**src/rtl/crt_pkg.sv**
```systemverilog
// rtl/crt_pkg.sv - shared CRT mode decode: bpp encodings, pixels-per-word, lane widths
package crt_pkg;

   localparam logic [1:0] BPP_8  = 2'b01;
   localparam logic [1:0] BPP_16 = 2'b10;
   localparam logic [1:0] BPP_32 = 2'b00;

   localparam logic [2:0] PPW_8  = 3'd4;
   localparam logic [2:0] PPW_16 = 3'd2;
   localparam logic [2:0] PPW_32 = 3'd1;

   typedef enum logic [1:0] {
      LANE_8  = 2'd0,
      LANE_16 = 2'd1,
      LANE_32 = 2'd2
   } lane_t;

   // Pixels per CRT word; the clock-enable generator uses the same decode so
   // both ends of the scheme agree on the word rate.
   function automatic logic [2:0] mode_to_ppw(input logic [1:0] bpp, input logic vga_mode);
      logic [2:0] ppw;
      ppw = PPW_32;
      if (!vga_mode) begin
         case (bpp)
            BPP_8:          ppw = PPW_8;
            BPP_16:         ppw = PPW_16;
            BPP_32, 2'b11:  ppw = PPW_32;
            default:        ppw = PPW_32;
         endcase
      end
      return ppw;
   endfunction

   // Lane width matching mode_to_ppw.
   function automatic lane_t mode_to_lane(input logic [1:0] bpp, input logic vga_mode);
      lane_t lane;
      lane = LANE_32;
      if (!vga_mode) begin
         case (bpp)
            BPP_8:   lane = LANE_8;
            BPP_16:  lane = LANE_16;
            default: lane = LANE_32;
         endcase
      end
      return lane;
   endfunction

endpackage

```
**src/rtl/crt_lane_shifter.sv**
```systemverilog
// rtl/crt_lane_shifter.sv - 32-bit word register that peels off lanes LSB first
module crt_lane_shifter
   import crt_pkg::*;
(
   input  logic        clk,
   input  logic        rst,
   input  logic        load,
   input  logic [31:0] word,
   input  logic [2:0]  ppw,
   input  lane_t       lane,
   output logic [1:0]  rem,
   output logic [31:0] data
);

   logic [31:0] shreg;
   lane_t       lane_q;

   // Load a fresh word (mode latched with it), otherwise drain one lane per clock.
   always_ff @(posedge clk or posedge rst) begin
      if (rst) begin
         shreg  <= '0;
         lane_q <= LANE_32;
         rem    <= 2'd0;
      end else if (load) begin
         shreg  <= word;
         lane_q <= lane;
         rem    <= 2'(ppw - 3'd1);
      end else if (rem != 2'd0) begin
         case (lane_q)
            LANE_8:  shreg <= shreg >> 8;
            LANE_16: shreg <= shreg >> 16;
            default: shreg <= shreg;
         endcase
         rem <= rem - 2'd1;
      end
   end

   // Current lane, zero-extended to a full word.
   always_comb begin
      data = shreg;
      case (lane_q)
         LANE_8:  data = {24'h0, shreg[7:0]};
         LANE_16: data = {16'h0, shreg[15:0]};
         default: data = shreg;
      endcase
   end

endmodule

```
**src/rtl/crt_pix_serializer.sv**
```systemverilog
// rtl/crt_pix_serializer.sv - serializes CRT-rate words into pll_clock-rate pixels
module crt_pix_serializer
   import crt_pkg::*;
#(
   parameter int DATA_W = 32,
   parameter int PIX_W  = 32
) (
   input  logic              pll_clock,
   input  logic              reset,
   input  logic [1:0]        bpp,
   input  logic              vga_mode,
   input  logic              crt_clk,
   input  logic [DATA_W-1:0] word_in,
   input  logic              word_valid,
   input  logic              blank,
   input  logic              stat_clr,
   output logic [PIX_W-1:0]  pix_out,
   output logic              pix_valid,
   output logic              underrun,
   output logic              overrun
);

   logic        load;
   logic        empty;
   logic [1:0]  rem;
   logic [31:0] lane_data;
   logic        slot_full;
   logic        blank_q;

   assign load  = crt_clk & word_valid;
   assign empty = !load && (rem == 2'd0);

   crt_lane_shifter u_shifter (
      .clk  (pll_clock),
      .rst  (reset),
      .load (load),
      .word (word_in),
      .ppw  (mode_to_ppw(bpp, vga_mode)),
      .lane (mode_to_lane(bpp, vga_mode)),
      .rem  (rem),
      .data (lane_data)
   );

   // Track whether the slot following this edge carries a pixel, and its blanking.
   always_ff @(posedge pll_clock or posedge reset) begin
      if (reset) begin
         slot_full <= 1'b0;
         blank_q   <= 1'b0;
      end else begin
         slot_full <= !empty;
         blank_q   <= blank;
      end
   end

   // Sticky status; a set event beats a simultaneous clear.
   always_ff @(posedge pll_clock or posedge reset) begin
      if (reset) begin
         underrun <= 1'b0;
         overrun  <= 1'b0;
      end else begin
         if (empty && !blank) underrun <= 1'b1;
         else if (stat_clr)   underrun <= 1'b0;
         if (load && rem != 2'd0) overrun <= 1'b1;
         else if (stat_clr)       overrun <= 1'b0;
      end
   end

   assign pix_valid = slot_full & ~blank_q;
   assign pix_out   = pix_valid ? PIX_W'(lane_data) : '0;

endmodule

```
**config.mk**
```make
export PLATFORM = sky130hd
export DESIGN_NAME = crt_pix_serializer
export DESIGN_NICKNAME = d
export VERILOG_FILES = /design/src/rtl/crt_pkg.sv /design/src/rtl/crt_lane_shifter.sv /design/src/rtl/crt_pix_serializer.sv
export SDC_FILE = /design/constraint.sdc
export NUM_CORES = 1
export LEC_CHECK = 0
export CAP_MARGIN = 15
export CELL_PAD_IN_SITES_DETAIL_PLACEMENT = 1
export CELL_PAD_IN_SITES_GLOBAL_PLACEMENT = 2
export CORE_MARGIN = 8
export CORE_UTILIZATION = 30
export DETAILED_ROUTE_END_ITERATION = 8
export GPL_ROUTABILITY_DRIVEN = 0
export PLACE_DENSITY = 0.85
export RECOVER_POWER = 100
export SYNTH_ARGS = -nofsm -noshare
export SYNTH_HDL_FRONTEND = slang
export SYNTH_SLANG_ARGS = --single-unit
```
**constraint.sdc**
```tcl
create_clock -name pll_clock -period 2.35 [get_ports pll_clock]
set_clock_uncertainty 0.2 [all_clocks]
set_input_delay 0.5875 -clock pll_clock [delete_from_list [all_inputs] [get_ports pll_clock]]
set_output_delay 0.5875 -clock pll_clock [all_outputs]
set_load 0.01 [all_outputs]
```
==> flow_metrics.tcl, run 1 <==
set metrics [dict create \
    place_inst 374 \
    avgSynthCellArea_um2 10.74 \
    timing.fmax_mhz 431.1 \
    worst-path-max-fanout 6 \
    routed_wl_mm 7.160 \
    clock_latency_ps 290 \
    top_layer "met4" \
    grt_use_total_pct 14.18 \
    via_per_inst 4.856 \
    boundaryPins 76 \
    register_area_um2 1002 \
    start_util_pct 30.69 \
    post-place-ws_ps -33.23 \
    multi_input_area_um2 979.7 \
    worst_slack_ps 30.25 \
    ys_seq_elements 40 \
    route.met3.wl_um 441 \
    syn_area_um2 2202 \
    grt_overflow 0 \
    intPower_uw 1249 \
    synth_async_sr_flop_share_pct 100.0 \
    synth_edf_count 0 \
    routedWlPerCell_um 18.41 \
    dr.pass1.iters 4 \
    syn-num-nets 247 \
    die_w_um 101.7 \
    timing.final.crit_share_pct 98.71 \
    wl_met1_mm 3.184 \
    arrival_ps 1530 \
    synth_top_flop_cell "dfrtp_1" \
    hold_path_class "reg -> reg" \
    outcome "completed" \
    hold_buffers 0 \
    insertedDiodeCount 0 \
    clk_pin_slew_ps 70 \
    cap_violations 0 \
    ant_nets 0 \
    seq_area_frac_synth_pct 45.51 \
    p_sw_share_pct 30.59 \
    antenna_found_initial 0 \
    grt_pass1_vias 2035 \
    hold_viol 0 \
    final_common_cell "dfrtp_1" \
    p_leak_uw 0.001481 \
    peakVddDrop_mv 0.1750 \
    remaining_drc_errors 0 \
    p_sw_uw 550.5 \
    cts_sinks 40 \
    slew_violations 0 \
    most-common-layout-cells "39 x dfrtp_1, 37 x clkdlybuf4s50_1, 24 x and3_1" \
    die_h_um 101.7 \
    fin_nets 331 \
    portBuffers 75 \
    synthToLayoutAreaGrowth_pct 39.49 \
    placementRows 31 \
    setup_viol 0 \
    combPwrFrac_pct 25.7 \
    clock_path_buffers 2 \
    fillers 825 \
    dieArea_um2 10340 \
    htree_levels 2 \
    pwr-share-clk_pct 25.1 \
    cts_tree "yes" \
    wl_met2_mm 3.502 \
    p_per_area_nw_per_um2 585.7 \
    path_class "reg -> out" \
    critPathCaptureType "output port" \
    startpoint_type "flip-flop" \
    layout.cells.non_filler 389 \
    grt_pass1_wl_mm 11.34 \
    worst_pin_slew_ps 997.3 \
    dp_hpwl_mm 5.108 \
    crit_required_ps 1560 \
    syn_inst 205 \
    cts_root_buffer "clkbuf_8" \
    cts_inserted_buffers 5 \
    slew_headroom_pct 33.52 \
    via_count 1889 \
    ys_types 38 \
    yosysWarnings 0 \
    fin_crit_ps 2320 \
    drive_above_1_share_pct 17.93 \
    core_area_um2 7176 \
    drt_iter0_drc 62 \
    seq_power_share_pct 49.2 \
    grt_max_degree 41 \
    p_total_uw 1799 \
    post-route-util_pct 42.81 \
]
per-stage QoR:
stage,area (um^2),setup TNS [ps],hold slack [ps]
3_5_place_dp,3064,-40.56,276.5
6_report,3072,0,283.4
5_1_grt,3072,-333.7,300.5
2_1_floorplan,2202,0,286.8
4_1_cts,3171,-11.40,295.4
3_3_place_gp,3064,-20.43,279.5
state kept, by name (all words and copies together), names as in the netlist:
register,cells
u_shifter.rem,2
slot_full,1
u_shifter.shreg,32
overrun,1
u_shifter.lane_q,2
blank_q,1
underrun,1
worst max-delay path, cell delays in order, from the launching register on:
cell and delay [ps]:
dfrtp_1 410, nor2b_4 170, buf_4 130, buf_6 120
and3_1 150, dlygate4sd2_1 270
worst paths after layout:
path	from	cells past startpoint	to	slack (ps)
max	blank_q$_DFF_PP0_	5	pix_out[16]	30
min reg2reg	underrun$_DFFE_PP0P_	2	underrun$_DFFE_PP0P_	280
max reg2reg	u_shifter.lane_q[1]$_DFFE_PP1P_	4	u_shifter.shreg[24]$_DFFE_PP0P_	370
max in group asynchronous	reset	3	underrun$_DFFE_PP0P_	480
min	underrun$_DFFE_PP0P_	2	underrun$_DFFE_PP0P_	280
min in group asynchronous	reset	3	u_shifter.shreg[6]$_DFFE_PP0P_	840
per-layer routing:
layer,vias to the layer above,track usage (%)
met1,930,18.36
met4,0,2.749
li1,905,-
met3,4,4.330
met5,-,0
met2,50,22.69
layout make-up:
cell class	instances	area share, %
flip-flops and latches	40	32.63
clock inverters	3	0.6110
inverters	18	2.200
multi-input cells	132	31.89
clock buffers	5	2.240
repair buffers	92	26.40
well taps	99	4.033
synth_stat cells, types with 2 or more instances:
cell | number | area [um^2]
buf_6 | 3 | 33.78
buf_2 | 5 | 25.02
mux2i_1 | 16 | 160.2
nand2_1 | 19 | 71.32
and2_1 | 18 | 112.6
inv_1 | 18 | 67.56
buf_4 | 3 | 22.52
o221ai_1 | 5 | 43.79
o221ai_2 | 10 | 150.1
dfrtp_1 | 39 | 975.9
nor2_1 | 2 | 7.510
a221o_1 | 8 | 80.08
clkbuf_1 | 3 | 11.26
a22o_1 | 8 | 70.07
and3_1 | 25 | 156.4
timing repair:
action | in CTS | in global routing
endpoints found under the setup margin | 33 | 22
pin swaps | 0 | 0
buffers inserted | 3 | 2
gates resized for setup | 69 | 23
cloned | 2 | 0
cells by family after synthesis:
family | synth area share [%]
flops | 45.51
buf+inv | 8.181
fa+ha+maj | 0.5681
compound gates | 19.03
xor+xnor | 0.3978
simple gates | 19.03
mux | 7.273
power groups by stage:
stage / clock (uW) / sequential (uW) / combinational (uW)
final: 451 / 885 / 463
after global routing: 490 / 902 / 511
after CTS: 465 / 883 / 506
after detailed placement: 0 / 895 / 502
after global placement: 0 / 889 / 489
after floorplan: 0 / 859 / 292
Power figures use the tool's default switching activity.
==> inputs of run 2 (changes only) <==
ABC_AREA = 1   (was default)
CORE_UTILIZATION = 22   (was 30)
PLACE_DENSITY = 0.75   (was 0.85)
SKIP_LAST_GASP = 1   (was default)
clock period = 2.1 ns   (was 2.35 ns; I/O delays follow)
==> flow_metrics.tcl, run 2 <==
set metrics [dict create \
    clk_pin_slew_ps 80 \
    design_area_um2 3421 \
    dp_hpwl_mm 5.901 \
    synth_edf_count 0 \
    most-common-layout-cells "134 x nand2_1, 58 x nor2_1, 39 x dfrtp_1" \
    ys_types 18 \
    synth_top_area_share_pct 40.99 \
    syn-num-nets 392 \
    p_leak_uw 0.001749 \
    synth_most_common_cell "nand2_1" \
    clock_latency_ps 290 \
    via_per_inst 4.115 \
    avgSynthCellArea_um2 6.803 \
    via_count 2366 \
    core_area_um2 10700 \
    clock_path_buffers 2 \
    regMostFlops "u_shifter.shreg" \
    post-place-ws_ps -297.6 \
    routedWlPerCell_um 14.03 \
    yosysWarnings 0 \
    worst-path-max-fanout 6 \
    outcome "complete, but fails checks" \
    peakVddDrop_mv 0.3257 \
    synth_top_flop_cell "dfrtp_1" \
    intPower_uw 1937 \
    critPathCaptureType "output port" \
    portBuffers 75 \
    synth_common_cells "135 x nand2_1, 68 x nor2_1, 39 x dfrtp_1, 36 x inv_1, 26 x nand3_1" \
    boundaryPins 76 \
    grt_pass1_vias 2611 \
    rsz0062_at_grt "true" \
    remaining_drc_errors 0 \
    slew_headroom_pct 29.26 \
    cts_sinks 40 \
    placementRows 38 \
    final_common_cell "nand2_1" \
    cts_inserted_buffers 5 \
    fin_crit_ps 2164 \
    netlist_top_cells_area "dfrtp_1 41%, nand2_1 21%, nor2_1 11%, o21ai_2 5.9%, inv_1 5.7%" \
    setup_viol 17 \
    cts_tree "yes" \
    synth.largest_area_cell "dfrtp_1" \
    die_w_um 120.0 \
    antenna_found_initial 0 \
    grt_use_total_pct 11.61 \
    whs_ps 283.4 \
    violations "setup timing" \
    cts_root_buffer "clkbuf_8" \
    syn_inst 350 \
    cap_violations 0 \
    grt_overflow 0 \
    slew_violations 0 \
    timing.fmax_mhz 462.1 \
    hold_path_class "reg -> reg" \
    die_h_um 120.0 \
    hold_buffers 0 \
    fin_nets 476 \
    seq_power_share_pct 38.3 \
    grt_max_degree 41 \
    worst_pin_slew_ps 1061 \
    ys_seq_elements 40 \
    startpoint_type "flip-flop" \
    ant_nets 0 \
    timing.final.crit_share_pct 103.1 \
    grt_pass1_wl_mm 13.59 \
    seq_area_frac_synth_pct 42.09 \
    arrival_ps 1440 \
    dr.pass1.iters 4 \
    drt_iter0_drc 68 \
    path_class "reg -> out" \
    drive_above_1_share_pct 21.61 \
    post_dp_cell_area_um2 3324 \
    worst_slack_ps -64.12 \
    pwr-share-clk_pct 16.5 \
    crit_required_ps 1370 \
    syn_area_um2 2381 \
    htree_levels 2 \
    p_sw_share_pct 41.38 \
    start_util_pct 22.26 \
    largest_reg_flops 32 \
    insertedDiodeCount 0 \
    hold_depth 2 \
    synth_async_sr_flop_share_pct 100.0 \
    p_sw_uw 1367 \
    synthToLayoutAreaGrowth_pct 43.67 \
    combPwrFrac_pct 45.2 \
    reg_top3 "u_shifter.shreg: 32 flops, u_shifter.lane_q: 2 flops, u_shifter.rem: 2 flops" \
    routed_wl_mm 8.066 \
    p_per_area_nw_per_um2 965.9 \
    dieArea_um2 14410 \
    hold_viol 0 \
    worst-r2r-cell-count 8 \
]
## run 2: cell count changes after synthesis, moves of 10 or more
cell / previous run / this run
nand2_1: 19 / 135
nor2_1: 2 / 68
and3_1: 25 / 0
nand3_1: 1 / 26
and2_1: 18 / 0
inv_1: 18 / 36
mux2i_1: 16 / 0
o21ai_2: 1 / 16
o221ai_2: 10 / 0
## run 2: worst paths after layout
check / start / endpoint / slack [ps]
max reg2reg: u_shifter.lane_q[1]$_DFFE_PP1P_ / u_shifter.shreg[14]$_DFFE_PP0P_ / 280
max in group asynchronous: reset / u_shifter.rem[1]$_DFFE_PP0P_ / 250
min: u_shifter.shreg[5]$_DFFE_PP0P_ / u_shifter.shreg[5]$_DFFE_PP0P_ / 280
max: blank_q$_DFF_PP0_ / pix_out[1] / -60
min reg2reg: u_shifter.shreg[5]$_DFFE_PP0P_ / u_shifter.shreg[5]$_DFFE_PP0P_ / 280
min in group asynchronous: reset / u_shifter.shreg[14]$_DFFE_PP0P_ / 810
## run 2: area by class of cell
class	count	area, um^2
inverters	40	156.4
fillers	1357	7277
clock buffers	7	86.33
clock inverters	1	7.507
well taps	140	175.2
repair buffers	93	822.0
multi-input cells	254	1171
flip-flops and latches	40	1002
## run 2: per-stage QoR
stage	power [uW]	utilization [%]	instances	setup TNS, ps
final	3304	31.98	575	-615.9
after global routing	3629	31.98	575	-5224
after CTS	3327	31.78	575	-960.7
after detailed placement	2752	31.08	561	-4804
after global placement	2709	31.08	561	-4372
after floorplan	2173	-	350	0
## run 2: kinds of logic (layout without fill, tap and decap cells)
group / Yosys count / after routing / share of synthesized area [%]
buffers and inverters: 56 / 141 / 11.56
AO/OA/AOI/OAI: 19 / 19 / 6.621
flip-flops: 40 / 40 / 42.09
adder cells (fa/ha/maj): 1 / 1 / 0.5254
AND/OR/NAND/NOR: 234 / 234 / 39.20
## run 2: timing repair
action / in CTS / in global routing
pin swaps: 6 / 4
gates resized for setup: 133 / 25
setup endpoints to repair: 33 / 33
gates cloned: 1 / 0
setup buffers: 5 / 1
## run 2: power by group through the flow
stage               Combinational (uW)  Clock (uW)  Sequential [uW]
floorplan                          955           0             1220
global placement                  1450           0             1260
detailed placement                1480           0             1270
CTS                               1490         577             1260
global route                      1710         610             1310
finish                            1490         545             1270
## run 2: routing by layer
layer	global-route usage [%]	vias up	wire, um
li1	-	1222	-
met1	15.88	1088	4048
met2	17.71	54	3508
met3	3.288	2	460
met4	2.576	0	49
met5	0	-	0
## run 2: critical path: stages, from the launching register on
cell,delay (ps)
dfrtp_1,400
nor2_4,130
buf_6,120
clkinvlp_4,140
buf_6,160
nor2_4,80
buf_6,100
==> inputs of run 3 (changes only) <==
ABC_AREA = default   (was 1)
CORE_UTILIZATION = 25   (was 22)
RECOVER_POWER = default   (was 100)
SKIP_LAST_GASP = default   (was 1)
==> flow_metrics.tcl, run 3 (synthesis results as in run 1) <==
set metrics [dict create \
    outcome "complete, but fails checks" \
    violations "setup timing" \
    r2r-end "u_shifter.shreg[5]$_DFFE_PP0P_" \
    ant_nets 0 \
    antenna_found_initial 0 \
    cts_root_buffer "clkbuf_8" \
    cts_sinks 40 \
    setup_viol 10 \
    final_common_cell "clkdlybuf4s50_1" \
    startpoint "blank_q$_DFF_PP0_" \
    seq_power_share_pct 46.1 \
    clock_latency_ps 280 \
    p_per_area_nw_per_um2 634.8 \
    routedWlPerCell_um 18.33 \
    crit_chain "nor2b_4 > buf_6 > o21a_1 > buf_6 > and2_4 > buf_6" \
    regMostFlops "u_shifter.shreg" \
    design_area_um2 3381 \
    slowest_delay_ps 400 \
    insertedDiodeCount 0 \
    intPower_uw 1508 \
    cap_violations 0 \
    boundaryPins 76 \
    p_sw_uw 638.4 \
    cts_inserted_buffers 5 \
    start_util_pct 25.50 \
    cts_tree "yes" \
    cp.buffers_inverters 3 \
    grt_pass1_wl_mm 11.74 \
    pwr-share-clk_pct 24.8 \
    portBuffers 75 \
    clock_path_buffers 2 \
    crit_end "pix_out[14]" \
    grt_overflow 0 \
    critPathTopFamily "flip-flops" \
    slew_headroom_pct 33.30 \
    dr.pass1.iters 4 \
    via_count 1882 \
    hold_path_class "reg -> reg" \
    die_h_um 109.9 \
    regToRegSetupSlack_ps 230 \
    post_dp_cell_area_um2 3153 \
    largest_reg_flops 32 \
    fillers 977 \
    p_sw_share_pct 29.75 \
    die_w_um 109.9 \
    layout.cells.non_filler 403 \
    cp_slowest_cell "dfrtp_1" \
    via_per_inst 4.670 \
    cp_num_cells 6 \
    timing.fmax_mhz 456.9 \
    reg_top3 "u_shifter.shreg: 32 flops, u_shifter.lane_q: 2 flops, u_shifter.rem: 2 flops" \
    startpoint_type "flip-flop" \
    peakVddDrop_mv 0.2780 \
    path_class "reg -> out" \
    grt_pass1_vias 2139 \
    post-route-util_pct 39.15 \
    grt_use_total_pct 12.63 \
    core_area_um2 8636 \
    htree_levels 2 \
    crit_required_ps 1370 \
    worst-path-max-fanout 7 \
    hold_viol 0 \
    timing.final.crit_share_pct 104.2 \
    clk_pin_slew_ps 70 \
    worst_pin_slew_ps 1000 \
    p_leak_uw 0.001510 \
    post-place-ws_ps -155.2 \
    critPathCaptureType "output port" \
    drt_iter0_drc 48 \
    most-common-layout-cells "42 x clkdlybuf4s50_1, 39 x dfrtp_1, 26 x buf_6" \
    whs_ps 300.6 \
    worst-r2r-cell-count 5 \
    grt_max_degree 41 \
    fin_crit_ps 2189 \
    rr_startpoint "u_shifter.lane_q[1]$_DFFE_PP1P_" \
    routed_wl_mm 7.386 \
    drive_above_1_share_pct 33.90 \
    dieArea_um2 12070 \
    dp_hpwl_mm 5.384 \
    placementRows 34 \
    rsz0062_at_grt "true" \
    slew_violations 0 \
    synthToLayoutAreaGrowth_pct 53.52 \
    fin_nets 336 \
    combPwrFrac_pct 29.1 \
    arrival_ps 1460 \
    remaining_drc_errors 0 \
    crit_top_cell "buf_6" \
    worst_slack_ps -88.86 \
    place_inst 390 \
]
[run 3: changes by cell type in the layout (fill, tap and decap cells not counted), sizes merged, moves of 18 or more]
| cell | before | now |
|---|---|---|
| nand2 | 139 | 20 |
| nor2 | 69 | 3 |
| and3 | 0 | 25 |
| nand3 | 26 | 1 |
| inv | 38 | 18 |
| and2 | 0 | 18 |
[run 3: cell type report]
class                      count  area, um^2  share of cell area, %
clock buffer                   8       90.09                  2.665
inverter                      18       67.56                  1.999
multi-input combinational    132        1115                  32.98
sequential                    40        1002                  29.64
tap                          108       135.1                  3.997
timing repair buffer          97       970.9                  28.72
[run 3: metrics by stage]
stage	TNS (ps)	power, uW
floorplan	0	1288
global route	-1735	2271
CTS	-701.6	2140
global placement	-4421	1572
detailed placement	-5420	1584
finish	-782.9	2146
[run 3: worst min path at each step]
stage | cells after the start | to | slack [ps] | startpoint
floorplan | 2 | u_shifter.shreg[10]$_DFFE_PP0P_ | 290 | u_shifter.shreg[10]$_DFFE_PP0P_
detailed placement | 2 | underrun$_DFFE_PP0P_ | 290 | underrun$_DFFE_PP0P_
global placement | 2 | underrun$_DFFE_PP0P_ | 290 | underrun$_DFFE_PP0P_
CTS | 2 | underrun$_DFFE_PP0P_ | 310 | underrun$_DFFE_PP0P_
finish | 2 | underrun$_DFFE_PP0P_ | 300 | underrun$_DFFE_PP0P_
global route | 2 | underrun$_DFFE_PP0P_ | 340 | underrun$_DFFE_PP0P_
[run 3: routing by layer]
layer	share of wire (%)	up-vias	track usage [%]
li1	-	922	-
met1	44	916	15.75
met2	48	42	20.80
met3	7.5	2	4.279
met4	0.35	0	2.314
met5	0	-	0
[run 3: tightest hold or removal path, delay by kind of cell (launching register included)]
| kind | cells | cell delay (ps) |
|---|---|---|
| flops | 1 | 350 |
| simple gates | 1 | 60 |
| compound gates | 1 | 60 |
[run 3: what timing repair did]
action / CTS / global route
endpoints found under the setup margin: 33 / 33
buffers inserted: 5 / 1
hold endpoints to repair: 0 / 0
pin swaps: 6 / 1
resized for setup: 164 / 28
gates cloned: 1 / 0
hold buffers: 0 / 0
[run 3: power by group through the flow]
stage	Combinational [uW]	Sequential [uW]	Clock [uW]
floorplan	327	961	0
global placement	579	993	0
detailed placement	588	996	0
CTS	607	984	548
global route	687	1010	579
finish	625	989	532
